**src/rtl/gmm_score_engine.sv**
```systemverilog
// Diagonal-Gaussian mixture scorer: streams one HMM state's model from byte ROM,
// scores every mixture against the frame's features and reports the best one.
module gmm_score_engine #(
    parameter int DATA_W   = 16,
    parameter int ACC_W    = 32,
    parameter int DIM_W    = 7,
    parameter int MIX_W    = 4,
    parameter int SQ_SHIFT = 4,
    parameter int ROM_AW   = 20,
    parameter int CEP_AW   = 13
) (
    input  logic              clk,
    input  logic              reset,
    input  logic              start,
    input  logic [ROM_AW-1:0] base_addr,
    input  logic [CEP_AW-1:0] cep_base,
    input  logic [DIM_W-1:0]  dim_num,
    input  logic [MIX_W-1:0]  mix_num,
    output logic [ROM_AW-1:0] rom_address,
    input  logic [7:0]        rom_datain,
    output logic [CEP_AW-1:0] regcep_addr,
    input  logic [DATA_W-1:0] regcep_out,
    output logic              busy,
    output logic              done,
    output logic [ACC_W-1:0]  score,
    output logic [MIX_W-1:0]  best_mix,
    output logic              overflow,
    output logic [2:0]        dbg_state
);

    localparam int BPW   = DATA_W / 8;
    localparam int CNT_W = $clog2(BPW + 1);
    localparam int SQ_W  = 2 * DATA_W + 2;
    localparam int EXT_W = ((ACC_W > 2 * DATA_W) ? ACC_W : 2 * DATA_W) + 2;
    localparam logic signed [ACC_W-1:0] ACC_MIN     = {1'b1, {(ACC_W-1){1'b0}}};
    localparam logic signed [EXT_W-1:0] ACC_MIN_EXT = EXT_W'(ACC_MIN);

    typedef enum logic [2:0] {
        S_IDLE   = 3'd0,
        S_GCONST = 3'd1,
        S_MEAN   = 3'd2,
        S_PREC   = 3'd3,
        S_ACC    = 3'd4,
        S_CMP    = 3'd5,
        S_FIN    = 3'd6
    } state_t;

    state_t                    state_q, state_d;
    logic [CNT_W-1:0]          cnt_q, cnt_d;
    logic [ROM_AW-1:0]         rom_addr_q, rom_addr_d;
    logic [CEP_AW-1:0]         cep_addr_q, cep_addr_d;
    logic [CEP_AW-1:0]         cep_base_q, cep_base_d;
    logic [DIM_W-1:0]          dim_num_q, dim_num_d;
    logic [DIM_W-1:0]          dim_idx_q, dim_idx_d;
    logic [MIX_W-1:0]          mix_num_q, mix_num_d;
    logic [MIX_W-1:0]          mix_idx_q, mix_idx_d;
    logic [MIX_W-1:0]          best_idx_q, best_idx_d;
    logic [MIX_W-1:0]          best_mix_q, best_mix_d;
    logic [DATA_W-1:0]         shreg_q, shreg_d;
    logic [DATA_W-1:0]         mean_q, mean_d;
    logic [DATA_W-1:0]         feat_q, feat_d;
    logic [DATA_W-1:0]         prec_q, prec_d;
    logic signed [ACC_W-1:0]   acc_q, acc_d;
    logic signed [ACC_W-1:0]   best_q, best_d;
    logic signed [ACC_W-1:0]   score_q, score_d;
    logic                      overflow_q, overflow_d;

    logic [DATA_W-1:0]         word_w;
    logic                      fetch_last;
    logic signed [DATA_W:0]    diff_w;
    logic signed [SQ_W-1:0]    diff_ext_w;
    logic signed [SQ_W-1:0]    sq_full_w;
    logic signed [SQ_W-1:0]    sq_shift_w;
    logic [DATA_W-1:0]         sq_w;
    logic [2*DATA_W-1:0]       term_w;
    logic signed [EXT_W-1:0]   acc_ext_w;
    logic                      sat_w;
    logic signed [ACC_W-1:0]   acc_next_w;
    logic                      take_w;

    // Score datapath: subtraction is done wide so saturation is detected exactly.
    always_comb begin
        word_w     = (shreg_q << 8) | DATA_W'(rom_datain);
        diff_w     = $signed({feat_q[DATA_W-1], feat_q}) - $signed({mean_q[DATA_W-1], mean_q});
        diff_ext_w = SQ_W'(diff_w);
        sq_full_w  = diff_ext_w * diff_ext_w;
        sq_shift_w = sq_full_w >>> SQ_SHIFT;
        sq_w       = (|sq_shift_w[SQ_W-1:DATA_W]) ? '1 : sq_shift_w[DATA_W-1:0];
        term_w     = (2*DATA_W)'(sq_w) * (2*DATA_W)'(prec_q);
        acc_ext_w  = EXT_W'(acc_q) - $signed(EXT_W'(term_w));
        sat_w      = (acc_ext_w < ACC_MIN_EXT);
        acc_next_w = sat_w ? ACC_MIN : acc_ext_w[ACC_W-1:0];
        take_w     = (mix_idx_q == '0) || (acc_q > best_q);
    end

    always_comb begin
        state_d    = state_q;
        cnt_d      = cnt_q;
        rom_addr_d = rom_addr_q;
        cep_addr_d = cep_addr_q;
        cep_base_d = cep_base_q;
        dim_num_d  = dim_num_q;
        dim_idx_d  = dim_idx_q;
        mix_num_d  = mix_num_q;
        mix_idx_d  = mix_idx_q;
        best_idx_d = best_idx_q;
        best_mix_d = best_mix_q;
        shreg_d    = shreg_q;
        mean_d     = mean_q;
        feat_d     = feat_q;
        prec_d     = prec_q;
        acc_d      = acc_q;
        best_d     = best_q;
        score_d    = score_q;
        overflow_d = overflow_q;
        fetch_last = (cnt_q == CNT_W'(BPW));

        // Byte fetch: address issued on cycles 0..BPW-1, byte lands one cycle later.
        if (state_q == S_GCONST || state_q == S_MEAN || state_q == S_PREC) begin
            if (fetch_last) begin
                cnt_d = '0;
            end else begin
                cnt_d      = cnt_q + CNT_W'(1);
                rom_addr_d = rom_addr_q + ROM_AW'(1);
            end
            if (cnt_q != '0) shreg_d = word_w;
        end

        case (state_q)
            S_IDLE: begin
                if (start) begin
                    rom_addr_d = base_addr;
                    cep_base_d = cep_base;
                    dim_num_d  = dim_num;
                    mix_num_d  = mix_num;
                    mix_idx_d  = '0;
                    cnt_d      = '0;
                    overflow_d = 1'b0;
                    if (mix_num == '0) begin
                        score_d    = ACC_MIN;
                        best_mix_d = '0;
                        state_d    = S_FIN;
                    end else begin
                        state_d = S_GCONST;
                    end
                end
            end
            S_GCONST: begin
                if (fetch_last) begin
                    acc_d = ACC_W'($signed(word_w));
                    if (dim_num_q == '0) begin
                        state_d = S_CMP;
                    end else begin
                        dim_idx_d  = '0;
                        cep_addr_d = cep_base_q;
                        state_d    = S_MEAN;
                    end
                end
            end
            S_MEAN: begin
                if (fetch_last) begin
                    mean_d  = word_w;
                    feat_d  = regcep_out;
                    state_d = S_PREC;
                end
            end
            S_PREC: begin
                if (fetch_last) begin
                    prec_d  = word_w;
                    state_d = S_ACC;
                end
            end
            S_ACC: begin
                acc_d = acc_next_w;
                if (sat_w) overflow_d = 1'b1;
                if (dim_idx_q == dim_num_q - DIM_W'(1)) begin
                    state_d = S_CMP;
                end else begin
                    dim_idx_d  = dim_idx_q + DIM_W'(1);
                    cep_addr_d = cep_addr_q + CEP_AW'(1);
                    state_d    = S_MEAN;
                end
            end
            S_CMP: begin
                if (take_w) begin
                    best_d     = acc_q;
                    best_idx_d = mix_idx_q;
                end
                if (mix_idx_q == mix_num_q - MIX_W'(1)) begin
                    score_d    = take_w ? acc_q : best_q;
                    best_mix_d = take_w ? mix_idx_q : best_idx_q;
                    state_d    = S_FIN;
                end else begin
                    mix_idx_d = mix_idx_q + MIX_W'(1);
                    state_d   = S_GCONST;
                end
            end
            S_FIN:   state_d = S_IDLE;
            default: state_d = S_IDLE;
        endcase
    end

    always_ff @(posedge clk) begin
        if (reset) begin
            state_q    <= S_IDLE;
            cnt_q      <= '0;
            rom_addr_q <= '0;
            cep_addr_q <= '0;
            cep_base_q <= '0;
            dim_num_q  <= '0;
            dim_idx_q  <= '0;
            mix_num_q  <= '0;
            mix_idx_q  <= '0;
            best_idx_q <= '0;
            best_mix_q <= '0;
            shreg_q    <= '0;
            mean_q     <= '0;
            feat_q     <= '0;
            prec_q     <= '0;
            acc_q      <= '0;
            best_q     <= '0;
            score_q    <= '0;
            overflow_q <= 1'b0;
        end else begin
            state_q    <= state_d;
            cnt_q      <= cnt_d;
            rom_addr_q <= rom_addr_d;
            cep_addr_q <= cep_addr_d;
            cep_base_q <= cep_base_d;
            dim_num_q  <= dim_num_d;
            dim_idx_q  <= dim_idx_d;
            mix_num_q  <= mix_num_d;
            mix_idx_q  <= mix_idx_d;
            best_idx_q <= best_idx_d;
            best_mix_q <= best_mix_d;
            shreg_q    <= shreg_d;
            mean_q     <= mean_d;
            feat_q     <= feat_d;
            prec_q     <= prec_d;
            acc_q      <= acc_d;
            best_q     <= best_d;
            score_q    <= score_d;
            overflow_q <= overflow_d;
        end
    end

    assign rom_address = rom_addr_q;
    assign regcep_addr = cep_addr_q;
    assign busy        = (state_q != S_IDLE) && (state_q != S_FIN);
    assign done        = (state_q == S_FIN);
    assign score       = score_q;
    assign best_mix    = best_mix_q;
    assign overflow    = overflow_q;
    assign dbg_state   = state_q;

endmodule

```
**config.mk**
```make
export PLATFORM = sky130hd
export DESIGN_NAME = gmm_score_engine
export DESIGN_NICKNAME = d
export VERILOG_FILES = /design/src/rtl/gmm_score_engine.sv
export SDC_FILE = /design/constraint.sdc
export NUM_CORES = 2
export LEC_CHECK = 0
export ABC_AREA = 1
export BUFFER_PORTS_ARGS = -buffer_cell sky130_fd_sc_hd__buf_2
export CORE_ASPECT_RATIO = 1.2
export CORE_MARGIN = 3
export CORE_UTILIZATION = 60
export CTS_CLUSTER_SIZE = 25
export DETAILED_ROUTE_END_ITERATION = 16
export GPL_ROUTABILITY_DRIVEN = 1
export PLACE_DENSITY_LB_ADDON = 0.25
export SETUP_SLACK_MARGIN = 0.5
export SLEW_MARGIN = 20
export SYNTH_ARGS = -nofsm -noshare
export SYNTH_HDL_FRONTEND = slang
export SYNTH_SLANG_ARGS = --single-unit
```
**constraint.sdc**
```tcl
create_clock -name clk -period 44.2 [get_ports clk]
set_clock_uncertainty 0.2 [all_clocks]
set_input_delay 4.42 -clock clk [delete_from_list [all_inputs] [get_ports clk]]
set_output_delay 4.42 -clock clk [all_outputs]
set_load 0.02 [all_outputs]
```
Word-level counts from Yosys, hierarchy flattened
Cells that the tools add are included. Widths: inputs -> output; s select.

Register bits after elaboration: 234. Input port bits: 71.

Add/sub/neg operators: 9. Multipliers: 2. Magnitude comparators: 2. Equal/unequal tests: 20. Mux-type cells: 45. Bitwise operators: 1. Reduce and logical (&&, ||, !) cells: 24.

Operators with widths (number): $mux 32 (6); $pmux 32 s2 (2); $mux 20 (4); $mux 13 (3); $lt 34x32->1 const B (1); $mul 17x17->34 (1); $sub 32x33->34 (1); $gt 32x32->1 (1); $mul 16x16->32 (1); $pmux 13 s2 (1); $mux 3 (8); $mux 4 (6); $mux 7 (3); $add 20x1->20 const B (1); $ne 2x2->1 const B (10); $pmux 3 s6 (1); $sub 16x16->17 (1); $mux 16 (1); $or 16x8->16 (1); $pmux 4 s2 (2); $pmux 7 s2 (1); $reduce_or 14->1 (1); $add 13x1->13 const B (1); $reduce_and 4->1 (3); other kinds (24) (42).

Logic depth before layout (Yosys ltp)
Depth in word-level cells: 9. Gate-level depth with buffers: 79. Mapped depth without buffers: 76.

Worst setup path after synthesis
OpenSTA, ideal clock, no wires.

Path kind: register -> register. From: register feat_q[0]. To: register acc_q[10]. Arrival: 13.999 ns. Data required time: 43.930 ns. Path slack: 29.931 ns. Stages on the path, launching flop included: 66. Buffers on the path: 4. Cells stage by stage: dfxtp_1 -> inv_1 -> ha_1 -> fa_1 -> o21ai_0 -> a21oi_1 -> or2_2 -> nand2_1 -> a21oi_1 -> xor2_1 -> clkbuf_1 -> nor2_1 -> fa_1 -> inv_1 -> fa_1 -> inv_1 -> fa_1 -> inv_1 -> [30 not listed] -> a21oi_1 -> nand3_1 -> a21o_1 -> a21oi_1 -> xor2_1 -> ha_1 -> a21oi_1 -> nand2_1 -> nand2_1 -> nand2_1 -> a21oi_1 -> nand2_1 -> nand2_1 -> nand2_1 -> o21ai_1 -> clkbuf_1 -> nand3_1 -> a21oi_1.

Word-level cells in the longest chain between the ends: 9.

RTL lines: from (decl) (RTL line 61) `logic [DATA_W-1:0] feat_q, feat_d;`; from (signal assigned) (RTL line 238) `feat_q <= feat_d;`; $sub 16x16->17 * (RTL line 84) `diff_w = $signed({feat_q[DATA_W-1], feat_q}) - $signed({mean_q[DATA_W-1], mean_q});`; $mul 17x17->34 * (RTL line 86) `sq_full_w = diff_ext_w * diff_ext_w;`; $reduce_or 14->1 (RTL line 88) `sq_w = (|sq_shift_w[SQ_W-1:DATA_W]) ? '1 : sq_shift_w[DATA_W-1:0];`; $mux 16 * (RTL line 88); $mul 16x16->32 * (RTL line 89) `term_w = (2*DATA_W)'(sq_w) * (2*DATA_W)'(prec_q);`; $sub 32x33->34 * (RTL line 90) `acc_ext_w = EXT_W'(acc_q) - $signed(EXT_W'(term_w));`; $lt 34x32->1 (RTL line 91) `sat_w = (acc_ext_w < ACC_MIN_EXT);`; $mux 32 * (RTL line 92) `acc_next_w = sat_w ? ACC_MIN : acc_ext_w[ACC_W-1:0];`; $pmux 32 s2 * (RTL line 129) `case (state_q)`; to (signal assigned) (RTL line 220) `acc_q <= '0;`; to (signal assigned) (RTL line 240) `acc_q <= acc_d;`; to (decl) (RTL line 63) `logic signed [ACC_W-1:0] acc_q, acc_d;`.

Mark *: on every way between the ends. The rest lies on a longest branch, timed or not. A chain may end at the register's enable or synchronous reset.

Worst setup path in the final report
From: register feat_q[0]. To: register acc_q[19].

Same word-level chain as after synthesis.

==> results by group <==
Run status
  – Result of the run: complete, no violations

Yosys
  – Post-synth top flop: dfxtp_1
  – Share of the yosys chip area belonging to registers: 14.2%
  – Number of library cell types mapped by synthesis: 50
  – Average footprint of a synthesized cell: 7.39 um^2
  – Top cell type's share of synthesized area: 28.4%
  – Synthesized instance count: 4,462
  – Total of flip-flops plus latches after synthesis: 234
  – Cell taking the most area after synthesis: fa_1
  – Syn Std Cell Area: 33,000 um^2
  – Post-synth ARST share: 0%
  – Synthesized Nets: 5,276
  – Total number of yosys warnings: 0
  – Commonest cells in the netlist: inv_1 (988), nand2_1 (868), fa_1 (468)
  – Number of flops mapped to enable cells by yosys: 0
  – Leading post-synthesis cells by cell area: fa_1 (28%), dfxtp_1 (14%), inv_1 (11%)
  – Leading cell type by number of instances after synthesis: inv_1

Global route
  – Grt total ovfl: 0
  – Maximum number of pins on one net before global-route repair: 114
  – GRT Total Usage: 30.7%
  – Antenna violations before repair: 9
  – Number of global-route vias before repair: 29.5k
  – First-pass GRT wire length: 145,000 um

Clock tree
  – Buffers from clock root to sink, at most: 3
  – Clock tree from TritonCTS: done
  – Number of buffers inserted to repair setup after CTS: 0
  – H-tree depth: 1
  – Post-cts repair resize count: 0
  – Total clock sinks: 234
  – Clock buffers created by TritonCTS: 21
  – Master cell of the clock root buffer: clkbuf_16
  – Clock-pin slew on the worst setup and hold paths: 0.07 ns
  – Hold buffer count at cts: 0
  – Skew-Pair Late Insertion Delay: 0.53 ns

Setup path
  – Type of the worst setup path: register to register
  – Crit path DAT: 17.69 ns
  – Kind of end point of the critical path: register
  – Highest net fanout along the worst path: 26
  – Most numerous cell on the critical path: nand2_1
  – Worst Setup Start Kind: register
  – Crit-path slowest cell: nand2_1
  – Required time at the endpoint of the critical path: 44.45 ns
  – Max incr delay on CP: 0.70 ns

Drt
  – WL final: 86,800 um
  – Number of search-and-repair iterations in the first detailed-routing pass: 6
  – Post-route DRC: 0
  – Starting DRT DRC Count: 1,746
  – Wirelength per Cell: 16.6 um
  – DRT antenna net count: 0
  – Via total after detailed routing: 28.4k
  – Detail-routed via count per cell: 5.44
  – Detailed route wirelength on metal2: 43,200 um
  – Topmost layer with routed signal wires: met5
  – Wire length on met1: 34,700 um
  – Metal3 WL: 5270 um

Floorplanning
  – Core Area: 54,000 um^2
  – Starting utilization of the core area: 61.1%
  – Total die area: 57,800 um^2
  – Horizontal die dimension: 220 um
  – Vertical die dimension: 263 um
  – Placement row count: 93
  – Number of ports placed on the die boundary: 146

Timing
  – Finish-stage setup viols: 0
  – Final-report max-slew violation count: 0
  – Final hold vios: 0
  – Setup_tns: 0 ns
  – Unrepaired setup endpoints after global routing: false
  – Fin crit period: 17.44 ns
  – Post-route worst setup slack: 26.76 ns
  – Post-Route Hold Slack: 0.262 ns
  – Worst slew margin relative to its limit: 31.6%
  – FMAX: 57.3 MHz
  – Slew of the pin with the lowest slew margin: 1.02 ns
  – Final critical-path share of the clock period: 39.5%

Cells and area
  – Growth of design area from synthesis to finish: 5.86%
  – Post-layout nets: 5,313
  – Layout cell share with drive strength beyond 1: 5.85%

Hold path
  – Worst hold-check path type: register to register

Place
  – Count of input and output buffers: 145
  – Dpl ws: 26.96 ns
  – Final weighted congestion in routability-driven placement: 0.996
  – Half-perimeter wire length after placement: 69,800 um

Pwr
  – Peak VDD IR: 174 uV
  – LEAKAGE: 0.0178 uW
  – Ratio of total power to cell area: 49.3 nW/um^2

Run
  – Maxcap violations: 0
## routing by layer
layer / vias to the layer above / GRT usage, %
met1: 13600 / 38.0
met2: 887 / 54.3
met4: 8 / 11.1
met5: - / 0
li1: 13700 / -
met3: 237 / 4.27
## cell families (layout without fill, tap and decap cells)
logic type,count (synthesis),after routing,synth area share [%]
AOI/OAI and AO/OA,626,626,9.93
xor gates and xnor gates,130,130,3.45
adders and majority gates,743,743,38.9
buffers and inverters,1161,1211,13.5
DFF,234,234,14.2
muxes,1,1,0.0304
other,0,4,0
and+or+nand+nor,1567,1567,20.1
## cell type report
class | count | area (um^2)
inverters | 999 | 3750
repair buffers | 176 | 958
clock inverters | 8 | 101
multi-input cells | 3067 | 23900
fillers | 4859 | 19100
well taps | 712 | 891
clock buffers | 28 | 612
flip-flops and latches | 234 | 4680
diodes | 4 | 10.0
## per-stage QoR
step           total power [uW]  instance area, um^2  cells  util (%)
2_1_floorplan              1190                33000   4462         -
3_3_place_gp               1500                34200   5188      63.3
3_5_place_dp               1510                34200   5188      63.3
4_1_cts                    1710                34900   5224      64.6
5_1_grt                    1850                34900   5226      64.6
6_report                   1720                34900   5228      64.6
## registers in the layout, indices dropped and copies added, names as in the netlist, 13 cells and up
name,cells
cep_base_q,13
feat_q,16
best_q,32
prec_q,16
regcep_addr,13
score,32
rom_address,20
mean_q,16
acc_q,32
## worst max-delay path, delay by kind of cell, from the launching register on
| kind | cells | cell delay (ns) |
|---|---|---|
| fa+ha+maj | 17 | 7.63 |
| simple gates | 23 | 4.11 |
| compound gates | 14 | 3.28 |
| buf+inv | 11 | 1.59 |
| flops | 1 | 0.31 |
| xor+xnor | 1 | 0.22 |
## cells in the final DEF, fill, tap and decap left out, types with 46 or more instances in the layout
master / count
a21oi_1: 302
buf_2: 145
dfxtp_1: 234
fa_1: 468
ha_1: 275
inv_1: 987
nand2_1: 868
nand3_1: 237
nor2_1: 342
o21ai_0: 259
xnor2_1: 46
xor2_1: 82
## power by group
group          leakage (uW)  internal [uW]  total, uW  switching (uW)
combinational        0.0156            301       1260             956
clock              0.000356            109        193            83.8
sequential          0.00190            243        272            28.3
total                0.0178            653       1720            1070
## final timing paths
kind              cells after the start                       start  slack [ns]                         end
hold reg to reg                       2  cep_base_q[4]$_SDFFE_PP0P_        0.26  cep_base_q[4]$_SDFFE_PP0P_
setup reg to reg                     66      feat_q[0]$_SDFFE_PP0P_       26.76      acc_q[19]$_SDFFE_PP0P_
setup / recovery                     66      feat_q[0]$_SDFFE_PP0P_       26.76      acc_q[19]$_SDFFE_PP0P_
hold / removal                        2  cep_base_q[4]$_SDFFE_PP0P_        0.26  cep_base_q[4]$_SDFFE_PP0P_
No activity file was read; power rests on OpenSTA's default activity.
